<file path="src/rtl/alu4_issue_q.sv">
// Operation FIFO feeding an external combinational 4-bit ALU, with a single
// registered result slot handed downstream over valid/ready.
module alu4_issue_q #(
    parameter int DEPTH = 4
) (
    input  logic                   clk,
    input  logic                   rst_n,
    input  logic                   in_valid,
    output logic                   in_ready,
    input  logic [3:0]             in_a,
    input  logic [3:0]             in_b,
    input  logic [2:0]             in_op,
    output logic [3:0]             alu_a,
    output logic [3:0]             alu_b,
    output logic [2:0]             alu_op,
    input  logic [3:0]             alu_r,
    input  logic                   alu_zero,
    output logic                   out_valid,
    input  logic                   out_ready,
    output logic [3:0]             out_r,
    output logic                   out_zero,
    output logic [2:0]             out_op,
    output logic [$clog2(DEPTH):0] count,
    output logic [7:0]             ops_done
);

    localparam int PW = $clog2(DEPTH);
    localparam int CW = PW + 1;

    typedef enum logic {
        SLOT_EMPTY,
        SLOT_FULL
    } slot_t;

    logic [10:0]   mem [DEPTH];
    logic [PW-1:0] wr_ptr;
    logic [PW-1:0] rd_ptr;
    logic [CW-1:0] cnt;
    logic [10:0]   head_p0;
    logic          nonempty;
    logic          slot_free;
    logic          push;
    logic          pop;

    slot_t         slot_p1;
    logic [3:0]    r_p1;
    logic          zero_p1;
    logic [2:0]    op_p1;
    logic [7:0]    done_p1;

    // Stage 0: FIFO head drives the ALU; handshake decisions use registered state only
    assign nonempty  = (cnt != '0);
    assign in_ready  = (cnt < CW'(DEPTH));
    assign slot_free = (slot_p1 == SLOT_EMPTY) | out_ready;
    assign push      = in_valid & in_ready;
    assign pop       = nonempty & slot_free;

    assign head_p0 = mem[rd_ptr];
    assign alu_a   = nonempty ? head_p0[10:7] : 4'd0;
    assign alu_b   = nonempty ? head_p0[6:3]  : 4'd0;
    assign alu_op  = nonempty ? head_p0[2:0]  : 3'd0;

    // Storage carries no reset; stale entries are never visible once pointers clear
    always_ff @(posedge clk) begin
        if (push) begin
            mem[wr_ptr] <= {in_a, in_b, in_op};
        end
    end

    always_ff @(posedge clk) begin
        if (!rst_n) begin
            wr_ptr <= '0;
            rd_ptr <= '0;
            cnt    <= '0;
        end else begin
            if (push) begin
                wr_ptr <= wr_ptr + 1'b1;
            end
            if (pop) begin
                rd_ptr <= rd_ptr + 1'b1;
            end
            if (push && !pop) begin
                cnt <= cnt + 1'b1;
            end else if (pop && !push) begin
                cnt <= cnt - 1'b1;
            end
        end
    end

    // Stage 1: result slot captures the ALU output at the edge the head advances
    always_ff @(posedge clk) begin
        if (!rst_n) begin
            slot_p1 <= SLOT_EMPTY;
            r_p1    <= 4'd0;
            zero_p1 <= 1'b0;
            op_p1   <= 3'd0;
            done_p1 <= 8'd0;
        end else begin
            if (pop) begin
                r_p1    <= alu_r;
                zero_p1 <= alu_zero;
                op_p1   <= head_p0[2:0];
                done_p1 <= done_p1 + 8'd1;
            end
            case (slot_p1)
                SLOT_EMPTY: if (pop) slot_p1 <= SLOT_FULL;
                SLOT_FULL:  if (out_ready && !pop) slot_p1 <= SLOT_EMPTY;
                default:    slot_p1 <= SLOT_EMPTY;
            endcase
        end
    end

    assign out_valid = (slot_p1 == SLOT_FULL);
    assign out_r     = r_p1;
    assign out_zero  = zero_p1;
    assign out_op    = op_p1;
    assign count     = cnt;
    assign ops_done  = done_p1;

endmodule

</file>
<file path="config.mk">
export PLATFORM = sky130hd
export DESIGN_NAME = alu4_issue_q
export DESIGN_NICKNAME = d
export VERILOG_FILES = /design/src/rtl/alu4_issue_q.sv
export SDC_FILE = /design/constraint.sdc
export NUM_CORES = 1
export LEC_CHECK = 0
export BUFFER_PORTS_ARGS = -buffer_cell sky130_fd_sc_hd__buf_4
export CAP_MARGIN = 15
export CORE_MARGIN = 2
export CORE_UTILIZATION = 50
export DETAILED_ROUTE_END_ITERATION = 7
export GPL_TIMING_DRIVEN = 0
export PLACE_DENSITY = 0.77
export SLEW_MARGIN = 40
export SYNTH_ARGS = -nofsm -noshare
export SYNTH_HDL_FRONTEND = slang
export SYNTH_SLANG_ARGS = --single-unit
export TNS_END_PERCENT = 30
</file>
<file path="constraint.sdc">
create_clock -name clk -period 4.25 [get_ports clk]
set_input_delay 0.2125 -clock clk [delete_from_list [all_inputs] [get_ports clk]]
set_output_delay 0.2125 -clock clk [all_outputs]
set_load 0.005 [all_outputs]
</file>
-- Yosys cells after proc, flatten, opt, wreduce, memory -nomap -nowiden
Memory sizes are Yosys's and may differ from the RTL's. A register that Yosys moved wholly into a read port is not among the register bits.
Index checks and enable logic that the tools add are counted.
Widths: inputs -> output; s select.
- memories: 1
- output and inout port bits: 32
- input port bits: 20
- RAM bits: 44
- flip-flop bits (word level): 24
- word-level logic and storage cells: 38
- memory list (name ; depth ; width ; read ports ; clocked after Yosys merged registers in ; write ports ; line ; text):
    mem ; 4 ; 11 ; 1 ; 1 ; 1 ; 35 ; logic [10:0] mem [DEPTH];
- reductions and logical operators: 7
- $add $sub $neg: 5
- $lt $le $gt $ge: 1
- multiplexer cells: 12
- bitwise operators: 4
- operator list (kind ; count):
    $mux 3 ; 3
    $add 8x1->8 const B ; 1
    $mux 4 ; 2
    $add 2x1->2 const B ; 2
    $mux 1 ; 4
    $mux 2 ; 2
    $add 3x1->3 const B ; 1
    $logic_and 1x1->1 ; 3
    $lt 3x3->1 const B ; 1
    $reduce_bool 3->1 ; 1
    $sub 3x1->3 const B ; 1
    $and 1x1->1 ; 2
    $logic_not 1->1 ; 2
    $pmux 1 s2 ; 1
    $reduce_bool 2->1 ; 1
    $not 1->1 ; 1
    $or 1x1->1 ; 1

-- Depth between registers and ports, before layout
- depth after elaboration: 7
- mapped depth: 12
- mapped depth without buffers: 9

-- Worst setup path after synthesis
No wires, ideal clock.
- path kind: reg-to-reg
- from: register cnt[2] (netlist: count[2])
- to: register cnt[2] (netlist: count[2])
- buffers on the path: 3
- cell stages (with the launch flop): 13
- period minus slack after synthesis: 2.498 ns
- library setup time: 0.076 ns
- required time: 4.174 ns
- arrival time: 2.423 ns
- setup slack: 1.752 ns
- cells stage by stage: dfxtp_1 > or3_1 > buf_6 > and2_4 > buf_6 > inv_6 > buf_12 > ha_1 > inv_1 > fa_1 > xor2_1 > or3_1 > a21boi_0
- word-level cells in the longest chain between the ends: 5
- elaborated cells between the ends (all ways): 13
- those cells by class: 2 x add/sub; 1 x order compare; 2 x mux; 2 x bitwise; 6 x reduce/logical
- RTL lines (element ; line ; text):
    start, declared ; 38 ; logic [CW-1:0] cnt;
    start signal, assigned ; 83 ; cnt <= cnt + 1'b1;
    start signal, assigned ; 85 ; cnt <= cnt - 1'b1;
    $lt 3x3->1 / $reduce_bool 3->1 (equally long branches) ; 53, 52 ;
    $and 1x1->1, on equally long branches ; 55, 56 ;
    $logic_not 1->1, on equally long branches ; 84, 82 ;
    $logic_and 1x1->1, on equally long branches ; 84, 82 ;
    $reduce_bool 2->1 (no source line) / $mux 3 (equally long branches) ; n/a ;
Parallel ways exist; a longest one is shown, timed or not. The select of a mux whose other input is x is not followed.
A chain may end at the register's enable or synchronous reset.

-- Worst setup path after layout
Same ends and word-level chain as after synthesis.

==> run summary <==
status = completed
DR WL/cell = 14.9 um
commonest cells in the synthesized netlist = edfxtp_1, dfxtp_1, and2_1
Final setup viols = 0
antenna violations before repair = 0
Pwr Density = 583 mW/mm2
core area = 0.00554 mm2
Starting Density = 0.520
CP endpoint kind = flip-flop
vias post-DR = 1725
worst path required time = 4.49 ns
Leak = 1.32 nW
GP Congestion = 0.755
origin of the critical flop-to-flop path = count[2]
first-pass iteration count of the detailed router = 4
synthesized instance count = 197
Worst Path Arrival = 2.97 ns
Tcrit/Tclk final = 0.642
synthesized flop and latch total = 70
post-synth cell types = 34
cell taking the most area after synthesis = edfxtp_1
Post-synth EDFFs = 44
path type of the worst min-delay path = primary input to flip-flop
most numerous cell in the Yosys netlist = edfxtp_1
post-CTS setup buffers = 0
slew margin rel. = 0.606
Top Ports = 52
DR vias/cell = 5.13
max-slew violation count = 0
Worst-Skew Late Latency = 0.32 ns
minimum clock period = 2.73 ns
Clk pin slew, worst setup/hold paths = 0.07 ns
Yosys warning count = 0
Finished Cell Area = 0.00350 mm2
final WL = 5020 um
1st-iter DRT viols = 63
DRC = 0
predominant post-synthesis flop cell = edfxtp_1
worst slew pin tran = 0.590 ns
pin count of the biggest net entering global routing = 12
critical path class = flip-flop to flip-flop
Crit. Startpoint = count[2]
final hold vios = 0
antenna cells = 0
critical-path maximum fanout = 10
GRT overflow = 0
setup_tns = 0 ns
peak supply drop = 0.000267 V
Root Driver = clkbuf_8
number of global-route vias before repair = 1638
PortBufs = 51
P&R area growth vs syn = 21.7%
gr usage total = 0.173
clock sinks = 70
Max clock buf depth = 2
H-tree Lvls = 3
PostCTS Resize Cnt = 0
first-pass GRT wire length = 8080 um
die width = 79.9 um
share of cells above drive strength 1 = 0.322
startpoint types = flip-flop
Die Ht = 79.9 um
# Max-Cap Violations = 0
average cell area after synthesis = 14.6 um2
CTS buffer count = 9
die area = 0.00638 mm2
skew final = 0.00438 ns
Post-Layout Cell Count = 336
Routed Antenna Nets = 0
Post-CTS Hold Fix Bufs = 0
RSZ-0062 raised after global routing = no
CTS tree = built
Synth area leaders = edfxtp_1, dfxtp_1, mux4_2, and2_1, ha_1
hold path start = in_a[1]
share of the synthesized area in the top cell type = 0.459
number of placement rows = 27
Max Clock Freq = 367 MHz
nets = 286
placed cell area = 0.00335 mm2
post-synth net total = 224
HPWL after detailed placement = 3480 um
Post-Synthesis Cell Area = 0.00288 mm2
sequential share of the synthesized area = 0.639
Inst Count DP = 320
Synth async-reset ratio = 0
==> cells by family after synthesis <==
kind of cell	Yosys count	synth area share
compound gates	18	0.0530
xor+xnor	8	0.0243
fa+ha+maj	7	0.0330
buf+inv	15	0.0326
flops	70	0.639
mux	12	0.0895
simple gates	67	0.128
==> through the flow <==
step                hold slack (ns)  utilization  worst slack (ns)  power (W)
detailed placement            0.416        0.605              1.56    0.00164
finish                       0.0830        0.633              1.52    0.00204
global placement              0.415        0.605              1.64    0.00162
CTS                          0.0680        0.633              1.52    0.00206
floorplan                     0.311            -              1.75    0.00136
global route                 0.0672        0.633              1.31    0.00217
==> critical path, stage by stage (launching register included) <==
cell	delay [ns]
dfxtp_1	0.37
or3_1	0.40
buf_6	0.15
and2_4	0.13
buf_6	0.14
inv_6	0.07
buf_12	0.12
ha_1	0.18
inv_1	0.06
fa_1	0.37
xor2_1	0.16
or3_1	0.30
a21boi_0	0.20
==> per-layer routing <==
metal	wire length [um]	GRT usage	up-vias	share of wire
li1	-	-	836	-
met5	0	0	-	0
met3	222	0.0407	8	0.044
met4	99	0.0949	0	0.020
met1	2180	0.223	841	0.43
met2	2520	0.271	40	0.50
==> state kept, by name (all words and copies together), names as in the netlist, named ones only <==
name       count
wr_ptr         2
ops_done       8
out_r          4
out_op         3
out_valid      1
count          3
out_zero       1
rd_ptr         2
mem           44
==> power by group <==
group	switching (W)	total (W)	internal, W
sequential	0.0000580	0.000887	0.000829
clock	0.000216	0.000426	0.000210
combinational	0.000327	0.000730	0.000403
total	0.000601	0.00204	0.00144
==> path summary, 6_finish.rpt <==
path,endpoint,slack [ns],cells past startpoint
worst min register to register,out_op[1],0.46,2
worst max register to register,count[2],1.52,12
worst min-delay path,mem[0][8],0.08,1
worst max-delay path,count[2],1.52,12
==> cell type report <==
type                            count  area (um2)
Inverter                            5        23.8
Multi-Input combinational cell    112         945
Timing Repair Buffer               51         383
Clock buffer                       14         143
Sequential cell                    70        1840
Tap cell                           72        90.1
Buffer                             10        70.1
Clock inverter                      2        8.76
Fill cell                         429        2040
==> cell usage in the layout (no fill, tap or decap), types with 6 or more instances in the layout <==
master     n
a21boi_2   6
edfxtp_1  44
ha_1       6
buf_4     51
clkbuf_1  11
and2_1    24
xnor2_1    7
mux4_2    11
dfxtp_1   26
clkbuf_8   9
nand3_1   10
nand2_1   17
Note: power is estimated with default switching activity, not from simulation.
